`config.mk`:
```
export PLATFORM = sky130hd
export DESIGN_NAME = twiddle_gen
export DESIGN_NICKNAME = d
export VERILOG_FILES = /design/src/rtl/twiddle_pkg.sv /design/src/rtl/twiddle_fold.sv /design/src/rtl/twiddle_gen.sv
export SDC_FILE = /design/constraint.sdc
export NUM_CORES = 1
export LEC_CHECK = 0
export CAP_MARGIN = 20
export CORE_UTILIZATION = 40
export CTS_CLUSTER_DIAMETER = 120
export CTS_CLUSTER_SIZE = 30
export DETAILED_ROUTE_END_ITERATION = 10
export GPL_ROUTABILITY_DRIVEN = 0
export PLACE_DENSITY_LB_ADDON = 0.12
export SETUP_SLACK_MARGIN = 0.2
export SYNTH_ARGS = -nofsm -noshare
export SYNTH_HDL_FRONTEND = slang
export SYNTH_SLANG_ARGS = --single-unit
```
`constraint.sdc`:
```
create_clock -name clk -period 2.75 [get_ports clk]
set_input_delay 0.55 -clock clk [delete_from_list [all_inputs] [get_ports clk]]
set_output_delay 0.55 -clock clk [all_outputs]
set_load 0.01 [all_outputs]
```
`src/rtl/twiddle_pkg.sv`:
```
// Shared types and default sizes for the twiddle-factor generator.
// The quarter-wave cosine ROM holds N/4 unsigned magnitudes; entry 0 is 2^(TW_W-1).
package twiddle_pkg;

    localparam int NFFT_LOG2_DEF = 10;
    localparam int TW_W_DEF      = 16;
    localparam int OUT_W_DEF     = TW_W_DEF + 1;

    typedef enum logic [2:0] {
        ST_IDLE,
        ST_ISSUE_C,
        ST_ISSUE_S,
        ST_LAST,
        ST_HOLD
    } state_t;

    typedef logic [1:0] quad_t;

endpackage

```
`src/rtl/twiddle_fold.sv`:
```
// Quadrant folding: maps (q, C, S) magnitudes onto signed W^k = cos - j*sin.
// The magnitudes are zero-extended by one bit so that +/-2^(TW_W-1) is exact.
module twiddle_fold
    import twiddle_pkg::*;
#(
    parameter int TW_W  = TW_W_DEF,
    parameter int OUT_W = OUT_W_DEF
) (
    input  quad_t                    i_q,
    input  logic [TW_W-1:0]          i_c,
    input  logic [TW_W-1:0]          i_s,
    output logic signed [OUT_W-1:0]  o_re,
    output logic signed [OUT_W-1:0]  o_im
);

    logic signed [OUT_W-1:0] w_c_pos;
    logic signed [OUT_W-1:0] w_c_neg;
    logic signed [OUT_W-1:0] w_s_pos;
    logic signed [OUT_W-1:0] w_s_neg;

    assign w_c_pos = $signed({{(OUT_W-TW_W){1'b0}}, i_c});
    assign w_s_pos = $signed({{(OUT_W-TW_W){1'b0}}, i_s});
    assign w_c_neg = -w_c_pos;
    assign w_s_neg = -w_s_pos;

    // im is -sin, so each quadrant's sin term appears negated here.
    always_comb begin
        o_re = w_c_pos;
        o_im = w_s_neg;
        case (i_q)
            2'd0: begin
                o_re = w_c_pos;
                o_im = w_s_neg;
            end
            2'd1: begin
                o_re = w_s_neg;
                o_im = w_c_neg;
            end
            2'd2: begin
                o_re = w_c_neg;
                o_im = w_s_pos;
            end
            default: begin
                o_re = w_s_pos;
                o_im = w_c_pos;
            end
        endcase
    end

endmodule

```
`src/rtl/twiddle_gen.sv`:
```
// Twiddle generator: two sequential reads of the quarter-wave cosine ROM (C then S),
// folded by quadrant into W^k = exp(-j*2*pi*k/N), returned over a valid/ready pair.
module twiddle_gen
    import twiddle_pkg::*;
#(
    parameter int NFFT_LOG2 = NFFT_LOG2_DEF,
    parameter int TW_W      = TW_W_DEF,
    parameter int OUT_W     = OUT_W_DEF
) (
    input  logic                     clk,
    input  logic                     rst_n,
    input  logic                     req_valid,
    output logic                     req_ready,
    input  logic [NFFT_LOG2-1:0]     req_k,
    output logic                     twact,
    output logic [NFFT_LOG2-3:0]     twa,
    input  logic [TW_W-1:0]          twdr_cos,
    output logic                     tw_valid,
    input  logic                     tw_ready,
    output logic signed [OUT_W-1:0]  tw_re,
    output logic signed [OUT_W-1:0]  tw_im
);

    localparam int AW = NFFT_LOG2 - 2;

    state_t                   r_state;
    quad_t                    r_q;
    logic [AW-1:0]            r_r;
    logic                     r_rzero;
    logic [TW_W-1:0]          r_c;
    logic                     r_twact;
    logic [AW-1:0]            r_twa;
    logic                     r_valid;
    logic signed [OUT_W-1:0]  r_re;
    logic signed [OUT_W-1:0]  r_im;

    logic [AW-1:0]            w_sin_addr;
    logic [TW_W-1:0]          w_s;
    logic signed [OUT_W-1:0]  w_re;
    logic signed [OUT_W-1:0]  w_im;

    // N/4 - r modulo the ROM depth is simply the two's complement of r.
    assign w_sin_addr = ~r_r + {{(AW-1){1'b0}}, 1'b1};
    assign w_s        = r_rzero ? '0 : twdr_cos;

    twiddle_fold #(
        .TW_W  (TW_W),
        .OUT_W (OUT_W)
    ) u_fold (
        .i_q  (r_q),
        .i_c  (r_c),
        .i_s  (w_s),
        .o_re (w_re),
        .o_im (w_im)
    );

    // ROM controls are registered one state early so that twact is high
    // during ISSUE_C (cos read) and, unless r==0, during ISSUE_S (sin read).
    always_ff @(posedge clk or negedge rst_n) begin
        if (!rst_n) begin
            r_state <= ST_IDLE;
            r_q     <= '0;
            r_r     <= '0;
            r_rzero <= 1'b0;
            r_c     <= '0;
            r_twact <= 1'b0;
            r_twa   <= '0;
            r_valid <= 1'b0;
            r_re    <= '0;
            r_im    <= '0;
        end else begin
            case (r_state)
                ST_IDLE: begin
                    if (req_valid) begin
                        r_q     <= req_k[NFFT_LOG2-1:NFFT_LOG2-2];
                        r_r     <= req_k[AW-1:0];
                        r_rzero <= (req_k[AW-1:0] == '0);
                        r_twact <= 1'b1;
                        r_twa   <= req_k[AW-1:0];
                        r_state <= ST_ISSUE_C;
                    end
                end
                ST_ISSUE_C: begin
                    r_twact <= !r_rzero;
                    r_twa   <= r_rzero ? '0 : w_sin_addr;
                    r_state <= ST_ISSUE_S;
                end
                ST_ISSUE_S: begin
                    r_c     <= twdr_cos;
                    r_twact <= 1'b0;
                    r_state <= ST_LAST;
                end
                ST_LAST: begin
                    r_re    <= w_re;
                    r_im    <= w_im;
                    r_valid <= 1'b1;
                    r_state <= ST_HOLD;
                end
                ST_HOLD: begin
                    if (tw_ready) begin
                        r_valid <= 1'b0;
                        r_state <= ST_IDLE;
                    end
                end
                default: begin
                    r_twact <= 1'b0;
                    r_valid <= 1'b0;
                    r_state <= ST_IDLE;
                end
            endcase
        end
    end

    assign req_ready = (r_state == ST_IDLE);
    assign twact     = r_twact;
    assign twa       = r_twa;
    assign tw_valid  = r_valid;
    assign tw_re     = r_re;
    assign tw_im     = r_im;

endmodule
```
==> flow_results.xml, run 1 <==
<?xml version="1.0" encoding="UTF-8"?>
<metrics>
  <group name="worst_setup_path">
    <metric name="worstReg2RegEnd" unit="">tw_re[13]$_DFFE_PN0P_</metric>
    <metric name="critical-path-max-stage-delay" unit="ps">550</metric>
    <metric name="top_family_by_delay_on_critical_path" unit="">simple AND/OR/NAND/NOR gates</metric>
    <metric name="crit_path_end_kind" unit="">flip-flop</metric>
    <metric name="crit_path_max_fo" unit="">5</metric>
    <metric name="worst-path-buf-inv" unit="">0</metric>
    <metric name="path_cells" unit="">or4_1 -&gt; or4_4 -&gt; or3_4 -&gt; xnor2_1 -&gt; a311oi_1</metric>
    <metric name="r2r_slack" unit="ps">340</metric>
    <metric name="cp_data_required_time" unit="ps">2990</metric>
    <metric name="worst-path-stages" unit="">5</metric>
    <metric name="crit_start" unit="">r_c[8]$_DFFE_PN0P_</metric>
    <metric name="crit_arrival" unit="ps">2650</metric>
    <metric name="r2r-start" unit="">r_c[8]$_DFFE_PN0P_</metric>
    <metric name="critical_path.endpoint" unit="">tw_re[13]$_DFFE_PN0P_</metric>
    <metric name="timing.setup.critical_path_class" unit="">reg -&gt; reg</metric>
    <metric name="worst_path_max_delay_cell" unit="">sky130_fd_sc_hd__or4_4</metric>
    <metric name="r2r_cells" unit="">5</metric>
    <metric name="worstSetupStartpointType" unit="">flip-flop</metric>
  </group>
  <group name="drt">
    <metric name="num_vias" unit="">4612</metric>
    <metric name="drt_first_pass_iters" unit="">5</metric>
    <metric name="viasPerCell" unit="">5.93</metric>
    <metric name="antenna_violating_nets_post_route" unit="">0</metric>
    <metric name="post-route-drc-count" unit="">0</metric>
    <metric name="detail_routed_net_length_per_standard_cell" unit="um">18.8</metric>
    <metric name="drt_iter0_drc" unit="">383</metric>
    <metric name="finalWirelength" unit="mm">14.6</metric>
  </group>
  <group name="floorplan">
    <metric name="floorplan.die.width" unit="um">111</metric>
    <metric name="dieArea" unit="mm^2">0.0123</metric>
    <metric name="start_util" unit="%">41.4</metric>
    <metric name="placement_rows" unit="">39</metric>
    <metric name="top_level_ports" unit="">75</metric>
    <metric name="core" unit="mm^2">0.0115</metric>
    <metric name="floorplan.die.height" unit="um">111</metric>
  </group>
  <group name="timing">
    <metric name="worst_pin_slew" unit="ps">748</metric>
    <metric name="finalHoldWorstSlack" unit="ps">212</metric>
    <metric name="final_period_minus_worst_setup_slack" unit="ps">2410</metric>
    <metric name="fin_crit_sh" unit="%">87.7</metric>
    <metric name="timing_hold_violations_final" unit="">0</metric>
    <metric name="achievable-frequency" unit="MHz">415</metric>
    <metric name="final-max-slew-violation-count" unit="">0</metric>
    <metric name="grt_setup_unrepaired" unit="">false</metric>
    <metric name="fin_skew" unit="ps">6.60</metric>
    <metric name="setup_total_negative_slack" unit="ps">0</metric>
    <metric name="setup_viol_count_final" unit="">0</metric>
    <metric name="slew-limit-headroom" unit="%">49.9</metric>
  </group>
  <group name="logic_synthesis">
    <metric name="synth-seq-area-share" unit="%">39.0</metric>
    <metric name="async_flop_share" unit="%">100</metric>
    <metric name="postSynthRegisterBits" unit="">74</metric>
    <metric name="syn-cell-area" unit="mm^2">0.00475</metric>
    <metric name="ys_dominant_reg_cell" unit="">sky130_fd_sc_hd__dfrtp_1</metric>
    <metric name="synthCells" unit="">554</metric>
    <metric name="syn_avg_cell_area" unit="um^2">8.57</metric>
    <metric name="synth.distinct_cells" unit="">58</metric>
    <metric name="synth_edf_count" unit="">0</metric>
    <metric name="ys_warn_count" unit="">0</metric>
    <metric name="synth_nets" unit="">587</metric>
  </group>
  <group name="global_routing">
    <metric name="antenna_found_initial" unit="">0</metric>
    <metric name="grt_pass1_wl" unit="mm">23.6</metric>
    <metric name="gr-total-overflow" unit="">0</metric>
    <metric name="grt_max_degree" unit="">53</metric>
    <metric name="grt_pass1_vias" unit="">4445</metric>
    <metric name="global_route.usage.total" unit="%">24.5</metric>
  </group>
  <group name="outcome">
    <metric name="status" unit="">completed</metric>
  </group>
  <group name="placement">
    <metric name="post-dp-hpwl" unit="mm">10.1</metric>
    <metric name="port_buffers" unit="">74</metric>
    <metric name="detailed_place.area" unit="mm^2">0.00579</metric>
    <metric name="place.detailed.instances" unit="">762</metric>
  </group>
  <group name="clock_tree">
    <metric name="clock_latency" unit="ps">340</metric>
    <metric name="number_of_buffers_created_by_cts" unit="">9</metric>
    <metric name="root_buffer" unit="">sky130_fd_sc_hd__clkbuf_16</metric>
    <metric name="numClockSinks" unit="">74</metric>
    <metric name="cts_max_level" unit="">3</metric>
    <metric name="cts_hold_repair.buffers" unit="">0</metric>
    <metric name="ctsLongestPathBuffers" unit="">2</metric>
    <metric name="clock_tree_from_tritoncts" unit="">built</metric>
    <metric name="worst_setup_hold_path_clk_slew" unit="ps">60</metric>
  </group>
  <group name="final_layout">
    <metric name="fill_cells" unit="">1060</metric>
    <metric name="drive_gt1_share" unit="%">14.5</metric>
    <metric name="syn_to_final_growth" unit="%">28.6</metric>
    <metric name="fin_cells" unit="">778</metric>
    <metric name="fin_area" unit="mm^2">0.00610</metric>
    <metric name="finalNetCount" unit="">663</metric>
    <metric name="antennaDiodeCount" unit="">0</metric>
  </group>
  <group name="power">
    <metric name="vdd_ir_drop_max" unit="mV">0.734</metric>
    <metric name="power.density_cell_area" unit="mW/mm^2">1180</metric>
    <metric name="power.static_leakage" unit="uW">0.00249</metric>
  </group>
  <group name="hold_path">
    <metric name="holdCritPathClass" unit="">in -&gt; async</metric>
  </group>
  <group name="job">
    <metric name="maxCapViolCount" unit="">0</metric>
  </group>
</metrics>
==> stage by stage <==
stage               util [%]  power, uW  setup WS (ps)
global route            53.2       7680            214
floorplan                  -       4450            370
CTS                     53.1       7200            238
finish                  53.2       7210            339
global placement        50.5       5900            214
detailed placement      50.5       5970            138
==> cells in the mapped netlist (4+ instances only) <==
cell type | n | area, um^2
sky130_fd_sc_hd__a221oi_1 | 6 | 52.6
sky130_fd_sc_hd__nor3b_1 | 5 | 37.5
sky130_fd_sc_hd__o22ai_1 | 8 | 50.1
sky130_fd_sc_hd__o311ai_0 | 6 | 52.6
sky130_fd_sc_hd__o211ai_1 | 5 | 37.5
sky130_fd_sc_hd__buf_1 | 5 | 18.8
sky130_fd_sc_hd__or2_2 | 5 | 31.3
sky130_fd_sc_hd__clkbuf_1 | 40 | 150
sky130_fd_sc_hd__o31ai_1 | 4 | 30.0
sky130_fd_sc_hd__nor4_1 | 11 | 68.8
sky130_fd_sc_hd__or4_1 | 4 | 30.0
sky130_fd_sc_hd__xor2_1 | 6 | 52.6
sky130_fd_sc_hd__xnor2_1 | 15 | 131
sky130_fd_sc_hd__nor3_1 | 19 | 95.1
sky130_fd_sc_hd__mux2i_1 | 16 | 160
sky130_fd_sc_hd__mux2_2 | 23 | 259
sky130_fd_sc_hd__inv_1 | 13 | 48.8
sky130_fd_sc_hd__nand4_1 | 8 | 50.1
sky130_fd_sc_hd__nand3_1 | 25 | 125
sky130_fd_sc_hd__dfrtp_1 | 74 | 1850
sky130_fd_sc_hd__nor2b_1 | 8 | 50.1
sky130_fd_sc_hd__nand2b_1 | 5 | 31.3
sky130_fd_sc_hd__a21oi_1 | 36 | 180
sky130_fd_sc_hd__nor2_1 | 38 | 143
sky130_fd_sc_hd__nand2_1 | 63 | 236
sky130_fd_sc_hd__o21ai_0 | 41 | 205
sky130_fd_sc_hd__a22oi_1 | 4 | 30.0
sky130_fd_sc_hd__a31oi_1 | 9 | 56.3
==> area by class of cell <==
type | instances | area [um^2] | share of cell area (%)
clock inverter | 5 | 53.8 | 0.881
inverter | 13 | 48.8 | 0.799
clock buffer | 11 | 243 | 3.98
sequential | 74 | 1850 | 30.4
tap | 143 | 179 | 2.93
timing repair buffer | 112 | 1050 | 17.2
multi-input combinational | 420 | 2680 | 43.9
==> how the worst min path moves through the flow <==
| stage | start | to | slack, ps | depth (start not counted) |
|---|---|---|---|---|
| floorplan | rst_n | r_c[0]$_DFFE_PN0P_ | 250 | 0 |
| global placement | tw_im[1]$_DFFE_PN0P_ | tw_im[1]$_DFFE_PN0P_ | 460 | 2 |
| detailed placement | tw_re[0]$_DFFE_PN0P_ | tw_re[0]$_DFFE_PN0P_ | 470 | 2 |
| CTS | rst_n | tw_im[5]$_DFFE_PN0P_ | 260 | 1 |
| global route | rst_n | tw_im[5]$_DFFE_PN0P_ | 270 | 1 |
| finish | rst_n | tw_im[5]$_DFFE_PN0P_ | 210 | 1 |
==> cell usage in the layout, fill, tap and decap left out, types with 10 or more instances in the layout <==
cell and count:
sky130_fd_sc_hd__a21oi_1 36, sky130_fd_sc_hd__buf_4 37, sky130_fd_sc_hd__clkdlybuf4s50_1 73, sky130_fd_sc_hd__dfrtp_1 73, sky130_fd_sc_hd__inv_1 13, sky130_fd_sc_hd__mux2_2 23
sky130_fd_sc_hd__mux2i_1 16, sky130_fd_sc_hd__nand2_1 63, sky130_fd_sc_hd__nand3_1 25, sky130_fd_sc_hd__nor2_1 38, sky130_fd_sc_hd__nor3_1 19, sky130_fd_sc_hd__nor4_1 10
sky130_fd_sc_hd__o21ai_0 41, sky130_fd_sc_hd__xnor2_1 15
==> layer usage <==
layer	track usage (%)	share of wire [%]	routed length [um]	vias to the layer above
li1	-	-	-	2185
met3	5.25	7.6	1100	22
met4	9.78	2.2	315	0
met1	34.2	45	6580	2218
met5	0	0	0	-
met2	36.8	45	6610	187
==> cell families (layout without fill, tap and decap cells) <==
family,count (synthesis),in the layout,share of synthesized area (%)
simple gates,208,208,21.8
fa+ha+maj,3,3,0.791
xor+xnor,21,21,3.88
flops,74,74,39.0
mux,41,41,9.78
compound gates,147,147,19.8
buf+inv,60,141,4.93
==> repair_timing <==
item                       in CTS  in global routing
setup buffers                   0                  0
setup endpoints to repair       0                  8
gates resized for setup         0                  3
==> state kept, by name, summed over array words and instances, names as in the netlist <==
signal / flops
r_c: 16
r_q: 2
r_r: 8
r_rzero: 1
r_state: 3
tw_im: 17
tw_re: 17
tw_valid: 1
twa: 8
twact: 1
==> power by group <==
part	leakage (uW)	switching, uW	internal [uW]	total (uW)
Clock	0.000149	459	724	1180
Combinational	0.00146	1980	1830	3810
Sequential	0.000883	571	1640	2210
(Power assumes the default switching activity.)
==> inputs of run 2 (changes only) <==
- CORE_ASPECT_RATIO: default -> 0.75
- SETUP_SLACK_MARGIN: 0.2 -> 0.4
==> run 2 against run 1 <==
Against the previous run:
- first-iteration DRC count up 73%
- wire length is 2.4% higher
- non-clock buffer count rose by 4
- largest cell class unchanged
- largest power group unchanged
==> flow_results.xml, run 2 (synthesis gave the netlist of run 1 again) <==
<?xml version="1.0" encoding="UTF-8"?>
<metrics>
  <group name="outcome">
    <metric name="status" unit="">completed</metric>
  </group>
  <group name="final_layout">
    <metric name="fill_cells" unit="">1059</metric>
    <metric name="drive_gt1_share" unit="%">16.7</metric>
    <metric name="syn_to_final_growth" unit="%">30.8</metric>
    <metric name="layout_commonest_cell" unit="">sky130_fd_sc_hd__clkdlybuf4s50_1</metric>
    <metric name="finalNetCount" unit="">667</metric>
    <metric name="layout.cells.most_common_list" unit="">sky130_fd_sc_hd__clkdlybuf4s50_1 (73), sky130_fd_sc_hd__dfrtp_1 (70), sky130_fd_sc_hd__nand2_1 (63)</metric>
    <metric name="antennaDiodeCount" unit="">0</metric>
  </group>
  <group name="drt">
    <metric name="post-route-drc-count" unit="">0</metric>
    <metric name="drt_iter0_drc" unit="">663</metric>
    <metric name="antenna_violating_nets_post_route" unit="">0</metric>
    <metric name="num_vias" unit="">4723</metric>
    <metric name="drt_first_pass_iters" unit="">5</metric>
    <metric name="viasPerCell" unit="">5.90</metric>
    <metric name="detail_routed_net_length_per_standard_cell" unit="um">18.7</metric>
    <metric name="finalWirelength" unit="mm">15.0</metric>
  </group>
  <group name="worst_setup_path">
    <metric name="crit_path_max_fo" unit="">5</metric>
    <metric name="r2r_slack" unit="ps">370</metric>
    <metric name="worstReg2RegEnd" unit="">tw_re[13]$_DFFE_PN0P_</metric>
    <metric name="cp_data_required_time" unit="ps">2990</metric>
    <metric name="timing.setup.critical_path_class" unit="">reg -&gt; reg</metric>
    <metric name="crit_path_end_kind" unit="">flip-flop</metric>
    <metric name="r2r_cells" unit="">5</metric>
    <metric name="worstSetupStartpointType" unit="">flip-flop</metric>
    <metric name="crit_arrival" unit="ps">2620</metric>
    <metric name="r2r-start" unit="">r_c[7]$_DFFE_PN0P_</metric>
  </group>
  <group name="hold_path">
    <metric name="holdCritPathClass" unit="">in -&gt; async</metric>
  </group>
  <group name="global_routing">
    <metric name="global_route.usage.total" unit="%">25.5</metric>
    <metric name="gr-total-overflow" unit="">0</metric>
    <metric name="grt_pass1_wl" unit="mm">23.6</metric>
    <metric name="antenna_found_initial" unit="">0</metric>
    <metric name="grt_pass1_vias" unit="">4257</metric>
    <metric name="grt_max_degree" unit="">48</metric>
  </group>
  <group name="timing">
    <metric name="setup_total_negative_slack" unit="ps">0</metric>
    <metric name="worst_pin_slew" unit="ps">675</metric>
    <metric name="timing_hold_violations_final" unit="">0</metric>
    <metric name="achievable-frequency" unit="MHz">419</metric>
    <metric name="fin_crit_sh" unit="%">86.7</metric>
    <metric name="layout_setup_ws" unit="ps">366</metric>
    <metric name="fin_skew" unit="ps">11.2</metric>
    <metric name="final-max-slew-violation-count" unit="">0</metric>
    <metric name="grt_setup_unrepaired" unit="">true</metric>
    <metric name="slew-limit-headroom" unit="%">54.9</metric>
    <metric name="setup_viol_count_final" unit="">0</metric>
    <metric name="final_period_minus_worst_setup_slack" unit="ps">2380</metric>
  </group>
  <group name="power">
    <metric name="power.internal" unit="uW">4280</metric>
    <metric name="power.density_cell_area" unit="mW/mm^2">1190</metric>
    <metric name="clock_power_share" unit="%">16.1</metric>
    <metric name="power.static_leakage" unit="uW">0.00250</metric>
    <metric name="p_sw_share" unit="%">42.1</metric>
    <metric name="p_total" unit="uW">7400</metric>
    <metric name="power_switching" unit="uW">3120</metric>
    <metric name="sequential_share_of_power" unit="%">28.9</metric>
    <metric name="combinational_cell_fraction_of_total_power" unit="%">55.0</metric>
    <metric name="vdd_ir_drop_max" unit="mV">0.492</metric>
  </group>
  <group name="clock_tree">
    <metric name="ctsLongestPathBuffers" unit="">2</metric>
    <metric name="clock_tree_from_tritoncts" unit="">built</metric>
    <metric name="clock_latency" unit="ps">340</metric>
    <metric name="root_buffer" unit="">sky130_fd_sc_hd__clkbuf_16</metric>
    <metric name="numClockSinks" unit="">74</metric>
    <metric name="worst_setup_hold_path_clk_slew" unit="ps">60</metric>
    <metric name="cts_max_level" unit="">3</metric>
    <metric name="number_of_buffers_created_by_cts" unit="">9</metric>
  </group>
  <group name="placement">
    <metric name="post-dp-hpwl" unit="mm">10.3</metric>
    <metric name="port_buffers" unit="">74</metric>
    <metric name="pre_cts_slack" unit="ps">49.7</metric>
  </group>
  <group name="floorplan">
    <metric name="floorplan.die.width" unit="um">128</metric>
    <metric name="top_level_ports" unit="">75</metric>
    <metric name="floorplan.die.height" unit="um">96.3</metric>
    <metric name="core" unit="mm^2">0.0116</metric>
    <metric name="start_util" unit="%">41.0</metric>
    <metric name="dieArea" unit="mm^2">0.0123</metric>
    <metric name="placement_rows" unit="">34</metric>
  </group>
  <group name="job">
    <metric name="maxCapViolCount" unit="">0</metric>
  </group>
</metrics>
[run 2: changes by cell type in the layout (fill, tap and decap cells not counted), moves of 2 or more]
cell	previous run	this run
sky130_fd_sc_hd__nor4_2	1	3
sky130_fd_sc_hd__nor4_1	10	7
sky130_fd_sc_hd__dfrtp_1	73	70
sky130_fd_sc_hd__buf_4	37	42
sky130_fd_sc_hd__clkinv_2	3	1
sky130_fd_sc_hd__clkinvlp_4	0	2
sky130_fd_sc_hd__dfrtp_2	1	4
[run 2: per-layer routing]
layer / share of wire, % / wire (um) / up-vias / track usage, %
met4: 1.5 / 227 / 0 / 8.43
met2: 43 / 6400 / 227 / 37.0
met1: 48 / 7110 / 2274 / 37.3
met5: 0 / 0 / - / 0
li1: - / - / 2203 / -
met3: 8.2 / 1220 / 19 / 5.67
[run 2: repair_timing]
| action | 4_1_cts | 5_1_grt |
|---|---|---|
| buffers inserted | 2 | 5 |
| resized for setup | 5 | 12 |
| endpoints found under the setup margin | 14 | 12 |
| pin swaps | 3 | 3 |
| hold buffers | 0 | 0 |
| gates cloned | 0 | 0 |
[run 2: how the worst max path moves through the flow]
stage                             from                    end  slack [ps]  depth (start not counted)
finish              r_c[7]$_DFFE_PN0P_  tw_re[13]$_DFFE_PN0P_         370                          5
global route        r_c[7]$_DFFE_PN0P_  tw_re[13]$_DFFE_PN0P_         290                          5
CTS                 r_c[2]$_DFFE_PN0P_  tw_re[13]$_DFFE_PN0P_         340                          5
detailed placement         twdr_cos[4]  tw_im[16]$_DFFE_PN0P_          50                          7
global placement           twdr_cos[4]  tw_im[16]$_DFFE_PN0P_         120                          7
floorplan           r_c[5]$_DFFE_PN0P_  tw_re[13]$_DFFE_PN0P_         370                          7
[run 2: final cells by class]
| class | count | area (um^2) | share of cell area (%) |
|---|---|---|---|
| multi-input combinational | 420 | 2740 | 44.1 |
| sequential | 74 | 1860 | 29.9 |
| timing repair buffer | 116 | 1070 | 17.2 |
| clock buffer | 10 | 229 | 3.69 |
| tap | 162 | 203 | 3.26 |
| clock inverter | 6 | 67.6 | 1.09 |
| inverter | 13 | 48.8 | 0.786 |
[run 2: through the flow]
stage | hold WS (ps) | area, um^2 | utilization (%) | instances
after CTS | 259 | 6110 | 52.8 | 796
after global placement | 450 | 5780 | 50.0 | 778
after floorplan | 254 | 4750 | - | 554
after global routing | 286 | 6210 | 53.7 | 801
final | 236 | 6210 | 53.7 | 801
after detailed placement | 460 | 5780 | 50.0 | 778
[run 2: critical path: stages, from the launching register on]
cell and delay, ps:
sky130_fd_sc_hd__dfrtp_2 440, sky130_fd_sc_hd__or4_4 540, sky130_fd_sc_hd__or4_4 510, sky130_fd_sc_hd__or3_4 370
sky130_fd_sc_hd__xnor2_1 140, sky130_fd_sc_hd__a311oi_1 270
[run 2: power by group through the flow]
stage | Clock (uW) | Combinational, uW | Sequential, uW
after floorplan | 0 | 2310 | 2140
after global placement | 0 | 3790 | 2130
after detailed placement | 0 | 3840 | 2150
after CTS | 1210 | 3900 | 2130
after global routing | 1250 | 4420 | 2220
final | 1190 | 4070 | 2140
==> inputs of run 3 (changes only) <==
- PLACE_DENSITY_LB_ADDON: 0.12 -> 0.08
- TNS_END_PERCENT: default -> 20
==> run 3 against run 2 <==
Against the previous run:
- clock-buffer cell count shrank 1
- critical path type unchanged
- fmax shrank 3.4%
- non-clock buffer count is the same
- die area is the same
- clock power is essentially flat
- clock skew shrank 2.5 ps
- global-route usage shrank 0.21 points
- largest cell class unchanged
- setup slack lost 85 ps
- wire length grew 1.3%
- critical path depth is the same
==> flow_results.xml, run 3 (synthesis gave the netlist of run 1 again) <==
<?xml version="1.0" encoding="UTF-8"?>
<metrics>
  <group name="final_layout">
    <metric name="finalNetCount" unit="">667</metric>
    <metric name="fin_area" unit="mm^2">0.00622</metric>
    <metric name="layout.cells.most_common_list" unit="">sky130_fd_sc_hd__clkdlybuf4s50_1 (73), sky130_fd_sc_hd__dfrtp_1 (70), sky130_fd_sc_hd__nand2_1 (63)</metric>
    <metric name="layout_commonest_cell" unit="">sky130_fd_sc_hd__clkdlybuf4s50_1</metric>
    <metric name="fill_cells" unit="">1101</metric>
    <metric name="antennaDiodeCount" unit="">0</metric>
    <metric name="syn_to_final_growth" unit="%">31.0</metric>
    <metric name="drive_gt1_share" unit="%">16.7</metric>
  </group>
  <group name="worst_setup_path">
    <metric name="worst-path-stages" unit="">5</metric>
    <metric name="r2r_cells" unit="">5</metric>
    <metric name="path_cells" unit="">or4_4 -&gt; or4_4 -&gt; or3_4 -&gt; xnor2_1 -&gt; a311oi_1</metric>
    <metric name="worst_path_max_delay_cell" unit="">sky130_fd_sc_hd__or4_4</metric>
    <metric name="worstReg2RegEnd" unit="">tw_re[13]$_DFFE_PN0P_</metric>
    <metric name="cp_data_required_time" unit="ps">2980</metric>
    <metric name="critical-path-max-stage-delay" unit="ps">570</metric>
    <metric name="crit_path_end_kind" unit="">flip-flop</metric>
    <metric name="crit_start" unit="">r_c[8]$_DFFE_PN0P_</metric>
    <metric name="worstSetupStartpointType" unit="">flip-flop</metric>
    <metric name="worst-path-buf-inv" unit="">0</metric>
    <metric name="r2r-start" unit="">r_c[8]$_DFFE_PN0P_</metric>
    <metric name="crit_arrival" unit="ps">2700</metric>
    <metric name="r2r_slack" unit="ps">280</metric>
    <metric name="cp_common_cell" unit="">sky130_fd_sc_hd__or4_4</metric>
    <metric name="crit_path_max_fo" unit="">2</metric>
    <metric name="top_family_by_delay_on_critical_path" unit="">simple AND/OR/NAND/NOR gates</metric>
    <metric name="critical_path.endpoint" unit="">tw_re[13]$_DFFE_PN0P_</metric>
    <metric name="timing.setup.critical_path_class" unit="">reg -&gt; reg</metric>
  </group>
  <group name="clock_tree">
    <metric name="numClockSinks" unit="">74</metric>
    <metric name="clock_latency" unit="ps">340</metric>
    <metric name="cts_hold_repair.buffers" unit="">0</metric>
    <metric name="root_buffer" unit="">sky130_fd_sc_hd__clkbuf_16</metric>
    <metric name="cts_max_level" unit="">3</metric>
    <metric name="ctsLongestPathBuffers" unit="">2</metric>
    <metric name="worst_setup_hold_path_clk_slew" unit="ps">60</metric>
    <metric name="number_of_buffers_created_by_cts" unit="">9</metric>
    <metric name="clock_tree_from_tritoncts" unit="">built</metric>
  </group>
  <group name="power">
    <metric name="vdd_ir_drop_max" unit="mV">0.484</metric>
    <metric name="combinational_cell_fraction_of_total_power" unit="%">55.1</metric>
    <metric name="power.static_leakage" unit="uW">0.00250</metric>
    <metric name="clock_power_share" unit="%">16.3</metric>
    <metric name="power.internal" unit="uW">4280</metric>
    <metric name="power.density_cell_area" unit="mW/mm^2">1200</metric>
    <metric name="sequential_share_of_power" unit="%">28.6</metric>
    <metric name="power_switching" unit="uW">3150</metric>
    <metric name="p_sw_share" unit="%">42.4</metric>
  </group>
  <group name="drt">
    <metric name="viasPerCell" unit="">5.85</metric>
    <metric name="post-route-drc-count" unit="">0</metric>
    <metric name="antenna_violating_nets_post_route" unit="">0</metric>
    <metric name="drt_iter0_drc" unit="">418</metric>
    <metric name="finalWirelength" unit="mm">15.2</metric>
    <metric name="detail_routed_net_length_per_standard_cell" unit="um">18.9</metric>
    <metric name="num_vias" unit="">4682</metric>
    <metric name="drt_first_pass_iters" unit="">6</metric>
  </group>
  <group name="timing">
    <metric name="slew-limit-headroom" unit="%">38.3</metric>
    <metric name="achievable-frequency" unit="MHz">405</metric>
    <metric name="worst_pin_slew" unit="ps">926</metric>
    <metric name="final-max-slew-violation-count" unit="">0</metric>
    <metric name="final_period_minus_worst_setup_slack" unit="ps">2470</metric>
    <metric name="timing_hold_violations_final" unit="">0</metric>
    <metric name="grt_setup_unrepaired" unit="">true</metric>
    <metric name="setup_viol_count_final" unit="">0</metric>
    <metric name="fin_crit_sh" unit="%">89.8</metric>
    <metric name="fin_skew" unit="ps">8.74</metric>
    <metric name="setup_total_negative_slack" unit="ps">0</metric>
  </group>
  <group name="placement">
    <metric name="post-dp-hpwl" unit="mm">10.6</metric>
    <metric name="detailed_place.area" unit="mm^2">0.00582</metric>
    <metric name="port_buffers" unit="">74</metric>
  </group>
  <group name="global_routing">
    <metric name="grt_pass1_wl" unit="mm">23.5</metric>
    <metric name="antenna_found_initial" unit="">0</metric>
    <metric name="gr-total-overflow" unit="">0</metric>
    <metric name="global_route.usage.total" unit="%">25.3</metric>
    <metric name="grt_pass1_vias" unit="">4263</metric>
    <metric name="grt_max_degree" unit="">75</metric>
  </group>
  <group name="floorplan">
    <metric name="core" unit="mm^2">0.0116</metric>
    <metric name="start_util" unit="%">41.0</metric>
    <metric name="floorplan.die.width" unit="um">128</metric>
    <metric name="top_level_ports" unit="">75</metric>
    <metric name="placement_rows" unit="">34</metric>
    <metric name="dieArea" unit="mm^2">0.0123</metric>
    <metric name="floorplan.die.height" unit="um">96.3</metric>
  </group>
  <group name="outcome">
    <metric name="status" unit="">completed</metric>
  </group>
  <group name="hold_path">
    <metric name="holdCritPathClass" unit="">in -&gt; async</metric>
  </group>
  <group name="job">
    <metric name="maxCapViolCount" unit="">0</metric>
  </group>
</metrics>
-- run 3: worst min path at each step --
stage          slack, ps  cells past startpoint                    to                  from
2_1_floorplan        250                      0    r_c[0]$_DFFE_PN0P_                 rst_n
3_3_place_gp         460                      2  tw_re[0]$_DFFE_PN0P_  tw_re[0]$_DFFE_PN0P_
3_5_place_dp         460                      2  tw_re[0]$_DFFE_PN0P_  tw_re[0]$_DFFE_PN0P_
4_1_cts              400                      1  tw_im[1]$_DFFE_PN0P_                 rst_n
5_1_grt              450                      1  tw_im[1]$_DFFE_PN0P_                 rst_n
6_report             350                      1  tw_im[1]$_DFFE_PN0P_                 rst_n
-- run 3: worst register-to-register path, delay by kind of cell (launching register included) --
kind	cells	cell delay, ps
AND/OR/NAND/NOR	3	1470
flip-flops	1	430
AO/OA/AOI/OAI	1	310
XOR/XNOR	1	130
-- run 3: what timing repair did --
item / in CTS / in global routing
resized for setup: 8 / 7
endpoints found under the setup margin: 13 / 17
pin swaps: 3 / 0
buffers inserted: 3 / 0
-- run 3: stage by stage --
| stage | hold slack (ps) | total power [uW] | utilization [%] | cells | setup slack, ps |
|---|---|---|---|---|---|
| 2_1_floorplan | 254 | 4450 | - | 554 | 370 |
| 3_3_place_gp | 455 | 6000 | 50.3 | 782 | 59.0 |
| 3_5_place_dp | 459 | 6070 | 50.3 | 782 | 5.54 |
| 4_1_cts | 397 | 7370 | 53.4 | 801 | 304 |
| 5_1_grt | 445 | 7920 | 53.7 | 801 | 248 |
| 6_report | 354 | 7430 | 53.7 | 801 | 281 |
-- run 3: metal layers --
layer  track usage (%)  vias up  share of wire, %
li1                  -     2210                 -
met4              8.63        0               1.9
met2              35.6      215                41
met1              36.5     2232                48
met5                 0        -                 0
met3              7.56       25               9.5
-- run 3: cell type report --
class | count | area (um^2) | share of cell area (%)
Timing Repair Buffer | 116 | 1070 | 17.1
Clock inverter | 7 | 76.3 | 1.23
Multi-Input combinational cell | 420 | 2740 | 44.1
Inverter | 13 | 48.8 | 0.785
Tap cell | 162 | 203 | 3.26
Sequential cell | 74 | 1860 | 29.9
Clock buffer | 9 | 225 | 3.62
-- run 3: power by group through the flow --
| stage | Sequential, uW | Clock (uW) | Combinational (uW) |
|---|---|---|---|
| finish | 2130 | 1210 | 4100 |
| global route | 2210 | 1280 | 4430 |
| CTS | 2120 | 1230 | 4020 |
| detailed placement | 2140 | 0 | 3930 |
| global placement | 2120 | 0 | 3880 |
| floorplan | 2140 | 0 | 2310 |
